[src/rtl/dual_negedge_monitor.sv]
// Falling-edge monitor for two level signals: flags pairs that fall within WINDOW cycles
// of each other, flags unpaired falls as timeouts, and keeps a saturating pair count.
module dual_negedge_monitor #(
  parameter int WINDOW = 4,
  parameter int CNT_W  = 8
) (
  input  logic             clk,
  input  logic             rst,
  input  logic             sig_a,
  input  logic             sig_b,
  output logic             fall_a,
  output logic             fall_b,
  output logic             both_fell,
  output logic             timeout,
  output logic [CNT_W-1:0] pair_cnt,
  output logic [1:0]       state
);

  localparam int TW = $clog2(WINDOW + 1);
  localparam logic [TW-1:0] T_LAST = TW'(WINDOW - 1);

  typedef enum logic [1:0] {
    IDLE  = 2'd0,
    GOT_A = 2'd1,
    GOT_B = 2'd2
  } state_t;

  state_t        state_q;
  logic          a_q;
  logic          b_q;
  logic [TW-1:0] timer;
  logic          fa;
  logic          fb;
  logic          pair_ev;

  assign fa = a_q & ~sig_a;
  assign fb = b_q & ~sig_b;

  // The partner fall is checked ahead of the timer, so a fall at d = WINDOW pairs.
  always_comb begin
    pair_ev = 1'b0;
    case (state_q)
      IDLE:    pair_ev = fa & fb;
      GOT_A:   pair_ev = fb;
      GOT_B:   pair_ev = fa;
      default: pair_ev = 1'b0;
    endcase
  end

  always_ff @(posedge clk) begin
    if (rst) begin
      a_q       <= 1'b1;
      b_q       <= 1'b1;
      fall_a    <= 1'b0;
      fall_b    <= 1'b0;
      both_fell <= 1'b0;
      timeout   <= 1'b0;
      pair_cnt  <= '0;
      state_q   <= IDLE;
      timer     <= '0;
    end else begin
      a_q       <= sig_a;
      b_q       <= sig_b;
      fall_a    <= fa;
      fall_b    <= fb;
      both_fell <= pair_ev;
      timeout   <= 1'b0;
      if (pair_ev && (pair_cnt != {CNT_W{1'b1}}))
        pair_cnt <= pair_cnt + 1'b1;

      case (state_q)
        IDLE: begin
          if (fa && !fb) begin
            state_q <= GOT_A;
            timer   <= '0;
          end else if (fb && !fa) begin
            state_q <= GOT_B;
            timer   <= '0;
          end
        end
        GOT_A: begin
          if (fb) begin
            state_q <= IDLE;
          end else if (fa) begin
            timer <= '0;
          end else if (timer == T_LAST) begin
            timeout <= 1'b1;
            state_q <= IDLE;
          end else begin
            timer <= timer + 1'b1;
          end
        end
        GOT_B: begin
          if (fa) begin
            state_q <= IDLE;
          end else if (fb) begin
            timer <= '0;
          end else if (timer == T_LAST) begin
            timeout <= 1'b1;
            state_q <= IDLE;
          end else begin
            timer <= timer + 1'b1;
          end
        end
        default: begin
          state_q <= IDLE;
          timer   <= '0;
        end
      endcase
    end
  end

  assign state = state_q;

endmodule

[config.mk]
export PLATFORM = sky130hd
export DESIGN_NAME = dual_negedge_monitor
export DESIGN_NICKNAME = d
export VERILOG_FILES = /design/src/rtl/dual_negedge_monitor.sv
export SDC_FILE = /design/constraint.sdc
export NUM_CORES = 1
export LEC_CHECK = 0
export BUFFER_PORTS_ARGS = -buffer_cell sky130_fd_sc_hd__buf_2
export CELL_PAD_IN_SITES_DETAIL_PLACEMENT = 1
export CELL_PAD_IN_SITES_GLOBAL_PLACEMENT = 1
export CORE_MARGIN = 2
export CORE_UTILIZATION = 40
export CTS_CLUSTER_SIZE = 28
export DETAILED_ROUTE_END_ITERATION = 10
export GPL_ROUTABILITY_DRIVEN = 1
export GPL_TIMING_DRIVEN = 0
export PLACE_DENSITY_LB_ADDON = 0.1
export SETUP_SLACK_MARGIN = 0.02
export SYNTH_ARGS = -nofsm -noshare
export SYNTH_HDL_FRONTEND = slang
export SYNTH_SLANG_ARGS = --single-unit
[constraint.sdc]
create_clock -name clk -period 2.1 [get_ports clk]
set_input_delay 0.63 -clock clk [delete_from_list [all_inputs] [get_ports clk]]
set_output_delay 0.63 -clock clk [all_outputs]
set_load 0.05 [all_outputs]
==> results.json <==
{
  "status": "finished clean",
  "power.total_uw": 884,
  "p_int_uw": 553,
  "crit_top_cell": "buf_2",
  "drv_cap": 0,
  "crit_slowest_cell": "or3_1",
  "rsz0062_at_grt": "no",
  "syn_inst": 112,
  "cts_buffer_depth": 2,
  "min_path_type": "reg2reg",
  "cp-start-kind": "primary input",
  "io_buffers": 17,
  "p_comb_share_pct": 33.0,
  "max_freq_mhz": 511,
  "cts_buffers": 3,
  "switchingPower_uw": 332,
  "synth-seq-area-share_pct": 38.8,
  "worst_pin_slew_ns": 0.484,
  "diodes": 0,
  "syn_area_per_cell_sq_um": 8.76,
  "p_sw_share_pct": 37.5,
  "initialDrtViolationCount": 11,
  "critPathMaxFanout": 10,
  "yosysTopAreaCell": "dfxtp_1",
  "clock_latency_ns": 0.30,
  "power.share.sequential_pct": 45.5,
  "fill_cells": 280,
  "grt_pass1_wl_mm": 3.64,
  "min_period_ns": 1.96,
  "hold_viol": 0,
  "root_buffer": "clkbuf_4",
  "syn_to_final_growth_pct": 14.9,
  "grt-ovfl-total": 0,
  "tritoncts": "done",
  "cts.reportedPaths.clkPinSlew_ns": 0.10,
  "critical_path.cell_chain": "buf_2 > nand2b_1 > inv_2 > ha_1 > nand2_1 > a31o_2 > buf_2 > or3_1 > a21oi_1",
  "ys_ff_latch": 19,
  "grt_max_degree": 11,
  "fin_cells": 161,
  "start_util_pct": 43.1,
  "htree_levels": 1,
  "netlist_area_sq_um": 981,
  "crit_path_max_incr_delay_ns": 0.31,
  "ant_nets": 0,
  "dpl_cell_area_sq_um": 1100,
  "die_h_um": 53.5,
  "endpoint_kind": "flop",
  "critPathKind": "in2reg",
  "dieWidth_um": 53.5,
  "placedCellCount": 157,
  "design_area_sq_um": 1130,
  "seqCellArea_sq_um": 380,
  "clock_power_share_pct": 21.5,
  "vias_per_cell": 5.33,
  "synth.distinct_cells": 31,
  "wl_per_cell_um": 13.7,
  "multi_input_area_sq_um": 546,
  "hpwl_mm": 1.66,
  "drt-total-wl_mm": 2.21,
  "core_sq_um": 2280,
  "cp.arrival_ns": 2.19,
  "skew_ns": 0.00730,
  "post-route-drc-count": 0,
  "syn_nets": 125,
  "dieArea_sq_um": 2860,
  "clock_sinks": 19,
  "synthTopCellsByArea": "dfxtp_1 39%, ha_1 11%, inv_1 3.8%",
  "num_vias": 858,
  "finalSetupViolCount": 0,
  "cp_data_required_time_ns": 2.34,
  "drv_slew": 0,
  "slew_headroom_pct": 67.7,
  "grt_pass1_vias": 794,
  "grt_usage_pct": 17.5,
  "gp_congestion": 0.780,
  "min_period_over_period_pct": 93.1,
  "rows": 17,
  "pin_count": 18,
  "ys.warnings.count": 0,
  "nets": 147,
  "dr.pass1.iters": 4,
  "leakage_nw": 0.479,
  "vdd.ir_drop.worst_uv": 527,
  "final_cell_mix": "19 x buf_2, 19 x dfxtp_1, 9 x inv_1, 9 x ha_1",
  "synth_top_area_share_pct": 38.8,
  "antenna_found_initial": 0,
  "p_per_area_nw_per_um2": 785,
  "drive_above_1_share_pct": 21.1
}
-- worst max-delay path, delay by kind of cell --
family          cells  cell delay [ns]
compound gates      2             0.42
simple gates        3             0.58
fa+ha+maj           1             0.15
buf+inv             3             0.40
-- synthesized netlist by cell type, drive strengths merged --
cell type and n:
dfxtp 19, inv 10, ha 9, a21oi 7, nor2 7, nand2 6, nand2b 6, nand3 4
o31ai 4, nand3b 3, nor2b 3, o32ai 3, or2 3, or3 3, or4 3, buf 2
clkbuf 2, nand4 2, o21ai 2, o22ai 2, o41ai 2, a21boi 1, a222oi 1, a22oi 1
a31o 1, and2 1, and3 1, mux2 1, nor4 1, nor4b 1, o31a 1
-- cells by family after synthesis --
family / after synthesis / share of synthesized area, %
AND/OR/NAND/NOR: 44 / 25.3
adder cells (fa/ha/maj): 9 / 11.5
buffers and inverters: 14 / 5.61
multiplexers: 1 / 1.15
AO/OA/AOI/OAI: 25 / 17.7
flip-flops: 19 / 38.8
-- final cells by class --
cell class	instances	share of cell area, %
multi-input combinational	79	48.4
sequential	19	33.7
timing repair buffer	17	7.55
inverter	10	3.33
tap	28	3.11
clock buffer	4	2.33
buffer	4	1.55
-- timing repair --
action / 4_1_cts / 5_1_grt
endpoints found under the setup margin: 0 / 2
resized for setup: 0 / 2
buffers inserted: 0 / 0
hold buffers: 0 / 0
-- power groups by stage --
stage                     sequential [mW]  clock [mW]  combinational (mW)
after CTS                           0.402       0.201               0.291
after global routing                0.407       0.213               0.322
after floorplan                     0.475           0               0.154
final                               0.402       0.190               0.292
after detailed placement            0.411           0               0.288
after global placement              0.409           0               0.283
-- registers in the layout (all words and copies together), names as in the netlist --
| register | cells |
|---|---|
| state | 2 |
| timer | 3 |
| timeout | 1 |
| fall_b | 1 |
| a_q | 1 |
| b_q | 1 |
| both_fell | 1 |
| pair_cnt | 8 |
| fall_a | 1 |
-- through the flow --
step	setup WS [ns]	utilization [%]	hold WS (ns)	setup TNS, ns
final	0.144	49.5	0.453	0
after floorplan	0.126	-	0.421	0
after detailed placement	-0.216	48.4	0.438	-1.26
after global routing	0.0292	49.5	0.484	0
after global placement	-0.172	48.4	0.433	-0.861
after CTS	0.0938	49.5	0.456	0
-- worst paths after layout --
check | start | to | slack [ns] | cells past startpoint
max reg2reg | state[0] | pair_cnt[2] | 0.18 | 7
min reg2reg | a_q | fall_a | 0.45 | 2
min | a_q | fall_a | 0.45 | 2
max | sig_a | pair_cnt[2] | 0.14 | 9
-- routing by layer --
| layer | vias up | global-route usage [%] | share of wire, % |
|---|---|---|---|
| met2 | 12 | 25.9 | 42 |
| met5 | - | 0 | 0 |
| met1 | 398 | 24.5 | 54 |
| met4 | 0 | 5.13 | 1.1 |
| met3 | 4 | 5.08 | 3.3 |
| li1 | 444 | - | - |
(Power assumes the default switching activity.)
